==> config.mk <==
export PLATFORM = sky130hd
export DESIGN_NAME = pc_fetch_unit_flat
export DESIGN_NICKNAME = d
export VERILOG_FILES = /design/src/rtl/pc_fetch_unit_pkg.sv /design/src/rtl/pc_fetch_unit_if.sv /design/src/rtl/pc_fetch_unit_pc_reg.sv /design/src/rtl/pc_fetch_unit.sv /design/src/flat_wrapper.sv
export SDC_FILE = /design/constraint.sdc
export NUM_CORES = 1
export LEC_CHECK = 0
export CORE_ASPECT_RATIO = 1.1
export CORE_MARGIN = 4
export CORE_UTILIZATION = 44
export CTS_CLUSTER_DIAMETER = 60
export DETAILED_ROUTE_END_ITERATION = 8
export PLACE_DENSITY = 0.87
export RECOVER_POWER = 25
export SLEW_MARGIN = 20
export SYNTH_ARGS = -nofsm -noshare
export SYNTH_HDL_FRONTEND = slang
export SYNTH_SLANG_ARGS = --single-unit
==> constraint.sdc <==
create_clock -name clk -period 3.1 [get_ports clk]
set_clock_uncertainty 0.2 [all_clocks]
set_input_delay 0.62 -clock clk [delete_from_list [all_inputs] [get_ports clk]]
set_output_delay 0.62 -clock clk [all_outputs]
set_load 0.05 [all_outputs]
==> src/rtl/pc_fetch_unit_pkg.sv <==
// ============================================================================
// fetch_pkg : shared types and constants for pc_fetch_unit       Rev 1.0
// ============================================================================
`default_nettype none

package fetch_pkg;

  localparam int FETCH_XLEN = 32;

  localparam logic [FETCH_XLEN-1:0] RESET_PC_DEFAULT = 32'h0000_0000;
  localparam logic [FETCH_XLEN-1:0] INSTR_NOP        = 32'h0000_0013;

  typedef enum logic [1:0] {
    REQ  = 2'd0,
    WAIT = 2'd1,
    HOLD = 2'd2
  } fetch_state_t;

endpackage

`default_nettype wire

==> src/rtl/pc_fetch_unit_if.sv <==
// ============================================================================
// pc_fetch_unit_if : instruction-memory and decode handshakes    Rev 1.0
// ============================================================================
`default_nettype none

interface pc_fetch_unit_if;
  import fetch_pkg::*;

  logic                  imem_req_valid;
  logic                  imem_req_ready;
  logic [FETCH_XLEN-1:0] imem_req_addr;
  logic                  imem_rsp_valid;
  logic [FETCH_XLEN-1:0] imem_rsp_data;
  logic                  instr_valid;
  logic                  instr_ready;
  logic [FETCH_XLEN-1:0] instr_data;
  logic [FETCH_XLEN-1:0] instr_pc;

  modport master (
    output imem_req_valid, imem_req_addr,
    input  imem_req_ready,
    input  imem_rsp_valid, imem_rsp_data,
    output instr_valid, instr_data, instr_pc,
    input  instr_ready
  );

  modport slave (
    input  imem_req_valid, imem_req_addr,
    output imem_req_ready,
    output imem_rsp_valid, imem_rsp_data,
    input  instr_valid, instr_data, instr_pc,
    output instr_ready
  );

endinterface

`default_nettype wire

==> src/rtl/pc_fetch_unit_pc_reg.sv <==
// ============================================================================
// pc_reg : program counter with load enable, word alignment forced  Rev 1.0
// ============================================================================
`default_nettype none

module pc_reg
  import fetch_pkg::*;
#(
  parameter logic [FETCH_XLEN-1:0] RESET_PC = RESET_PC_DEFAULT
) (
  input  wire logic                  clk,
  input  wire logic                  reset,
  input  wire logic                  load,
  input  wire logic [FETCH_XLEN-1:2] next_word,
  output      logic [FETCH_XLEN-1:0] pc
);

  always_ff @(posedge clk) begin
    if (reset) begin
      pc <= RESET_PC;
    end else if (load) begin
      pc <= {next_word, 2'b00};
    end
  end

endmodule

`default_nettype wire

==> src/rtl/pc_fetch_unit.sv <==
// ============================================================================
// pc_fetch_unit : PC + single-outstanding fetch FSM; FETCH_PERF_CNT_EN adds
//                 perf_fetch_cnt / perf_redirect_cnt outputs       Rev 1.0
// ============================================================================
`default_nettype none

module pc_fetch_unit
  import fetch_pkg::*;
#(
  parameter logic [31:0] RESET_PC = RESET_PC_DEFAULT,
  parameter int          XLEN     = 32
) (
  input  wire logic            clk,
  input  wire logic            reset,
  pc_fetch_unit_if.master      bus,
  input  wire logic            redirect_valid,
  input  wire logic [XLEN-1:0] redirect_pc,
  output      logic [XLEN-1:0] pc_plus4,
  output      logic            misalign_err
`ifdef FETCH_PERF_CNT_EN
  ,
  output      logic [31:0]     perf_fetch_cnt,
  output      logic [31:0]     perf_redirect_cnt
`endif
);

  fetch_state_t    state;
  fetch_state_t    state_next;
  logic            drop;
  logic            drop_next;
  logic            req_valid;
  logic            capture;
  logic            handshake;
  logic            redirect_take;
  logic            pc_load;
  logic [XLEN-1:0] pc;
  logic [XLEN-1:0] instr_data;
  logic [XLEN-1:0] instr_pc;
  logic            misalign;

  assign pc_plus4 = pc + 32'd4;

  pc_reg #(
    .RESET_PC (RESET_PC)
  ) u_pc_reg (
    .clk       (clk),
    .reset     (reset),
    .load      (pc_load),
    .next_word (redirect_take ? redirect_pc[XLEN-1:2] : pc_plus4[XLEN-1:2]),
    .pc        (pc)
  );

  always_ff @(posedge clk) begin
    if (reset) begin
      state <= REQ;
      drop  <= 1'b0;
    end else begin
      state <= state_next;
      drop  <= drop_next;
    end
  end

  // Redirects are sampled any time outside HOLD; in HOLD only with the handshake.
  always_comb begin
    state_next    = state;
    drop_next     = drop;
    req_valid     = 1'b0;
    capture       = 1'b0;
    handshake     = 1'b0;
    redirect_take = 1'b0;
    case (state)
      REQ: begin
        req_valid     = !reset;
        redirect_take = redirect_valid;
        if (bus.imem_req_ready && !reset) begin
          state_next = WAIT;
          drop_next  = redirect_valid;
        end
      end
      WAIT: begin
        redirect_take = redirect_valid;
        if (bus.imem_rsp_valid) begin
          if (!drop && !redirect_valid) begin
            capture    = 1'b1;
            state_next = HOLD;
          end else begin
            drop_next  = 1'b0;
            state_next = REQ;
          end
        end else if (redirect_valid) begin
          drop_next = 1'b1;
        end
      end
      HOLD: begin
        if (bus.instr_ready) begin
          handshake     = 1'b1;
          redirect_take = redirect_valid;
          state_next    = REQ;
        end
      end
      default: state_next = REQ;
    endcase
    pc_load = handshake | redirect_take;
  end

  always_ff @(posedge clk) begin
    if (reset) begin
      instr_data <= '0;
      instr_pc   <= '0;
      misalign   <= 1'b0;
    end else begin
      if (capture) begin
        instr_data <= bus.imem_rsp_data;
        instr_pc   <= pc;
      end
      misalign <= redirect_take && (redirect_pc[1:0] != 2'b00);
    end
  end

  assign bus.imem_req_valid = req_valid;
  assign bus.imem_req_addr  = pc;
  assign bus.instr_valid    = (state == HOLD);
  assign bus.instr_data     = instr_data;
  assign bus.instr_pc       = instr_pc;
  assign misalign_err       = misalign;

`ifdef FETCH_PERF_CNT_EN
  logic [31:0] fetch_cnt;
  logic [31:0] redirect_cnt;

  always_ff @(posedge clk) begin
    if (reset) begin
      fetch_cnt    <= '0;
      redirect_cnt <= '0;
    end else begin
      if (handshake)     fetch_cnt    <= fetch_cnt + 32'd1;
      if (redirect_take) redirect_cnt <= redirect_cnt + 32'd1;
    end
  end

  assign perf_fetch_cnt    = fetch_cnt;
  assign perf_redirect_cnt = redirect_cnt;
`endif

endmodule

`default_nettype wire

==> src/flat_wrapper.sv <==
// flat-port wrapper written by rule: the top's interface ports become plain ports
module pc_fetch_unit_flat import fetch_pkg::*;
#(
  parameter logic [31:0] RESET_PC = RESET_PC_DEFAULT,
  parameter int          XLEN     = 32
)
  (clk, reset, redirect_valid, redirect_pc, pc_plus4, misalign_err, bus_imem_req_valid, bus_imem_req_addr, bus_imem_req_ready, bus_imem_rsp_valid, bus_imem_rsp_data, bus_instr_valid, bus_instr_data, bus_instr_pc, bus_instr_ready);
  pc_fetch_unit_if bus_i ();
  input  wire logic clk;
  input  wire logic reset;
  input  wire logic redirect_valid;
  input  wire logic [XLEN-1:0] redirect_pc;
  output      logic [XLEN-1:0] pc_plus4;
  output      logic misalign_err;
  output wire logic [$bits(bus_i.imem_req_valid)-1:0] bus_imem_req_valid;
  output wire logic [$bits(bus_i.imem_req_addr)-1:0] bus_imem_req_addr;
  input wire logic [$bits(bus_i.imem_req_ready)-1:0] bus_imem_req_ready;
  input wire logic [$bits(bus_i.imem_rsp_valid)-1:0] bus_imem_rsp_valid;
  input wire logic [$bits(bus_i.imem_rsp_data)-1:0] bus_imem_rsp_data;
  output wire logic [$bits(bus_i.instr_valid)-1:0] bus_instr_valid;
  output wire logic [$bits(bus_i.instr_data)-1:0] bus_instr_data;
  output wire logic [$bits(bus_i.instr_pc)-1:0] bus_instr_pc;
  input wire logic [$bits(bus_i.instr_ready)-1:0] bus_instr_ready;
  assign bus_imem_req_valid = bus_i.imem_req_valid;
  assign bus_imem_req_addr = bus_i.imem_req_addr;
  assign bus_i.imem_req_ready = bus_imem_req_ready;
  assign bus_i.imem_rsp_valid = bus_imem_rsp_valid;
  assign bus_i.imem_rsp_data = bus_imem_rsp_data;
  assign bus_instr_valid = bus_i.instr_valid;
  assign bus_instr_data = bus_i.instr_data;
  assign bus_instr_pc = bus_i.instr_pc;
  assign bus_i.instr_ready = bus_instr_ready;
  pc_fetch_unit #(.RESET_PC(RESET_PC), .XLEN(XLEN)) u_core (.clk(clk), .reset(reset), .bus(bus_i), .redirect_valid(redirect_valid), .redirect_pc(redirect_pc), .pc_plus4(pc_plus4), .misalign_err(misalign_err));
endmodule
* After elaboration in Yosys (flattened, before gate mapping) *
Index checks and enable logic that the tools add are counted.

storage, ports and cells
  bits in registers = 96
  latch bits = 0
  RAM bits = 0
  bits in read-only memories = 0
  input bits = 70
  output and inout bits = 131
  logic and storage cells = 46
  memories = 0

operators by class
  add/sub/neg operators = 1
  multipliers = 0
  div/mod/pow operators = 0
  magnitude comparators = 0
  eq/ne operators = 7
  shifts and indexed selects = 0
  mux-type cells = 19
  bitwise gates (word level) = 1
  reduce and logical (&&, ||, !) cells = 12

operator list
  operator               number
  $add 32x3->32 const B  1
  $mux 30                1
  $mux 1                 11
  $mux 2                 4
  $ne 3x3->1 const B     2
  $pmux 2 s3             1
  $ne 2x1->1 const B     2
  $pmux 1 s2             2
  $reduce_and 4->1       1
  $reduce_bool 2->1      2
  $logic_and 1x1->1      3
  $logic_not 1->1        3
  $reduce_and 3->1       1
  $eq 2x1->1 const B     1
  $eq 2x2->1 const B     1
  $logic_not 2->1        1
  $ne 2x2->1 const B     1
  $reduce_or 2->1        1
  $or 1x1->1             1

* Longest topological paths before layout *
  depth after elaboration = 5
  depth in mapped cells = 7
  gate-level depth less buffers = 5

* Modules after synthesis *
Synthesis repeated with hierarchy kept, for this count alone.

unflattened totals
  cell total of the unflattened synthesis = 579
  area, all modules = 4558.1 um^2

modules (own cells, without submodules)
  module         instances  cells an instance  area an instance (um^2)  seq. area each (um^2)
  pc_fetch_unit  1          479                3443.3                   1361.3
  pc_reg         1          100                1114.8                   600.6

* Worst setup path after synthesis *
No wires, ideal clock.

  path kind = register -> output
  start point = register u_core.u_pc_reg.pc[3]
  end point = output pc_plus4[30]
  arrival = 2927 ps
  data required time = 2280 ps
  setup slack = -647 ps
  stages on the path, launching flop included = 6
  cell sequence = dfxtp_1 > ha_1 > nand3_1 > nor4_2 > nand3_1 > xnor2_1

between the ends
  word-level cells in the longest chain between the ends = 1

RTL lines
  element                   RTL line                    text
  start: declaration        pc_fetch_unit_pc_reg.sv:15  output logic [FETCH_XLEN-1:0] pc
  start signal: assignment  pc_fetch_unit_pc_reg.sv:22  pc <= {next_word, 2'b00};
  $add 32x3->32             pc_fetch_unit.sv:41         assign pc_plus4 = pc + 32'd4;
  end: declaration          flat_wrapper.sv:13          output logic [XLEN-1:0] pc_plus4;

No other way between the ends.

* Final worst setup path *
  start point = register u_core.u_pc_reg.pc[11]
  end point = output pc_plus4[21]

The elaborated chain is that of the path after synthesis.

==> qor.yml <==
run_status:
  outcome: "complete, no violations"
logic_synthesis:
  synth_xor_area_share_pct: 4.47
  synthMuxAreaShare_pct: 2.11
  synth_top_area_share_pct: 37.7
  yosysWarnings: 0
  synth_area_um2: 5090
  ys.flop_type: "dfxtp_1"
  ys_seq_area_share_pct: 37.7
  ys_types: 65
  syn_area_per_cell_um2: 7.64
  synth_top_family_by_area: "simple AND/OR/NAND/NOR gates"
  synthArstFlopShare_pct: 0
  synth-compound-area-share_pct: 19.8
  synth_area_leaders: "dfxtp_1 (38%), nand2_1 (11%), a21oi_1 (7.6%)"
  synthSimpleGateAreaFrac_pct: 28.8
  yosysTopAreaCell: "dfxtp_1"
  synth_most_common_cell: "nand2_1"
  ys_top_cells_by_count: "nand2_1 (152), dfxtp_1 (96), a21oi_1 (77)"
  synth_cells: 667
  ys_ff_latch: 96
  synth_edf_count: 0
  yosys.area_share.adder_pct: 0.246
global_routing:
  grt_use_total_pct: 28.1
  antenna_found_initial: 0
  grt-ovfl-total: 0
  grt_start_max_net_pins: 59
  grt_pass1_vias: 5798
  grt_first_pass_wirelength_mm: 30.7
setup_path:
  startpoint: "u_core.u_pc_reg.pc[11]"
  required_ns: 2.28
  r2r_end: "u_core.u_pc_reg.pc[17]"
  end_kind: "output pin"
  slowest_stage: "or4_4"
  path_cells: "nand4_2 > or4_4 > or4_4 > nand2_4 > buf_12"
  worst-r2r-setup-slack_ns: 0.44
  worst_path_most_repeated_cell: "or4_4"
  reg2reg_from: "u_core.state[1]"
  crit_type: "reg -> out"
  arrival_ns: 2.23
  ff2ff_path_depth: 6
  critical_path.max_stage_delay_ns: 0.60
  cp_max_fo: 10
  crit_end: "pc_plus4[21]"
  start_kind: "register"
sta:
  slew_violations: 0
  fin_ws_ns: 0.0526
  timing.fmax_ghz: 0.328
  finalSetupViolations: 0
  period_minus_slack_ns: 3.05
  hold_violations: 0
  worst_pin_slew_ns: 0.617
  max_slew_margin_pct: 58.4
  period_share_pct: 98.3
layout:
  antenna_cells: 0
  nets: 937
  syn_to_final_growth_pct: 62.0
  drive_gt1_share_pct: 17.6
  largest_reg_flops: 32
  final_core_utilization_pct: 74.3
power:
  p_leak_nw: 3.19
  vdd_drop_max_mv: 0.271
  power_frac_clock_pct: 35.4
  swShare_pct: 31.8
  switching_power_w: 0.00120
  pwr-share-seq_pct: 36.1
  p_int_w: 0.00256
  combinationalPowerShare_pct: 28.5
  power.density_nw_per_um2: 455
route:
  antenna_left: 0
  wirelength_mm: 19.4
  vias: 5927
  first_pass_iters: 7
  dr.first_iter.drc_count: 689
  routedWlPerCell_um: 19.1
  drc: 0
  vias_per_cell: 5.82
die:
  die_h_um: 121
  initial_utilization_pct: 45.9
  ios: 201
  rows: 40
  die_w_um: 111
  die-area_um2: 13400
  coreArea_um2: 11100
clock_tree:
  htreeDepth: 3
  root_buffer: "clkbuf_16"
  cts.sinks: 96
  cts_tree: "done"
  numCtsBuffers: 9
  worstSkewPairLatency_ns: 0.34
  clock_path_buffers: 2
  path_clk_slew_ns: 0.07
  cts_hold_buf: 0
placed_design:
  portBuffers: 194
  dp_slack_ns: 0.249
  dp_hpwl_mm: 14.1
  place_congestion: 0.944
flow_run:
  cap_viol_max_count: 0
hold_path:
  min_path_cells: 2
  hp-class: "reg -> reg"
## routing by layer
layer / vias to the layer above / wire length [um] / part of all wire, % / GRT usage (%)
li1: 2746 / - / - / -
met1: 2756 / 7610 / 39 / 33.9
met2: 364 / 9380 / 48 / 47.9
met3: 61 / 1690 / 8.7 / 6.78
met4: 0 / 733 / 3.8 / 12.2
met5: - / 0 / 0 / 0
## logic make-up after synthesis
group	Yosys count
xor+xnor	26
buf+inv	78
mux	10
fa+ha+maj	1
compound gates	157
other cells	1
simple gates	298
flops	96
## power groups by stage
| stage | Clock, W | Sequential, W | Combinational (W) |
|---|---|---|---|
| after CTS | 0.00134 | 0.00135 | 0.00107 |
| final | 0.00133 | 0.00136 | 0.00107 |
| after global placement | 0 | 0.00138 | 0.00105 |
| after global routing | 0.00139 | 0.00136 | 0.00112 |
| after floorplan | 0 | 0.00154 | 0.000458 |
| after detailed placement | 0 | 0.00138 | 0.00107 |
## layout by cell type (no fill, tap or decap), drive strengths merged, types with 10 or more instances in the layout
master and count:
a21oi 77, a211oi 10, o21ai 10, xnor2 18, nand2 152, dlygate4sd3 50
dfxtp 96, nor4 16, buf 84, nand2b 11, nor2 30, clkdlybuf4s50 115
inv 10, nand3 15, clkbuf 14, nand4 14, nor3 12, nor2b 10
## critical path, delay by kind of cell (launching register included)
kind,cells,cell delay [ns]
buf+inv,1,0.13
flops,1,0.44
simple gates,4,1.32
## final cells by class
class                           instances  area [um2]
Fill cell                             828        2860
Clock inverter                          4        98.8
Inverter                                9        33.8
Multi-Input combinational cell        498        3130
Sequential cell                        96        1940
Clock buffer                           12         256
Tap cell                              147         184
Timing Repair Buffer                  252        2600
## through the flow
stage	cells	hold WS [ns]	setup TNS [ns]	cell area, um2	power (W)
floorplan	672	0.353	-1.01	5380	0.00200
global placement	996	0.242	0	7810	0.00243
detailed placement	996	0.246	0	7810	0.00245
CTS	1016	0.256	0	8230	0.00376
global route	1018	0.274	-0.0144	8250	0.00387
finish	1018	0.249	0	8250	0.00375
## worst min-delay path by stage
stage / start / endpoint / slack, ns
6_report: u_core.bus.instr_pc[10] / u_core.bus.instr_pc[10] / 0.25
5_1_grt: u_core.bus.instr_pc[2] / u_core.bus.instr_pc[2] / 0.27
4_1_cts: u_core.bus.instr_pc[8] / u_core.bus.instr_pc[8] / 0.26
3_5_place_dp: u_core.bus.instr_pc[13] / u_core.bus.instr_pc[13] / 0.25
3_3_place_gp: u_core.bus.instr_data[23] / u_core.bus.instr_data[23] / 0.24
2_1_floorplan: u_core.drop / u_core.drop / 0.35
## what timing repair did
item | in CTS | in global routing
setup buffers | 4 | 2
setup endpoints to repair | 6 | 13
gates cloned | 0 | 0
resized for setup | 8 | 6
pin swaps | 3 | 3
No activity file was read; power rests on OpenSTA's default activity.
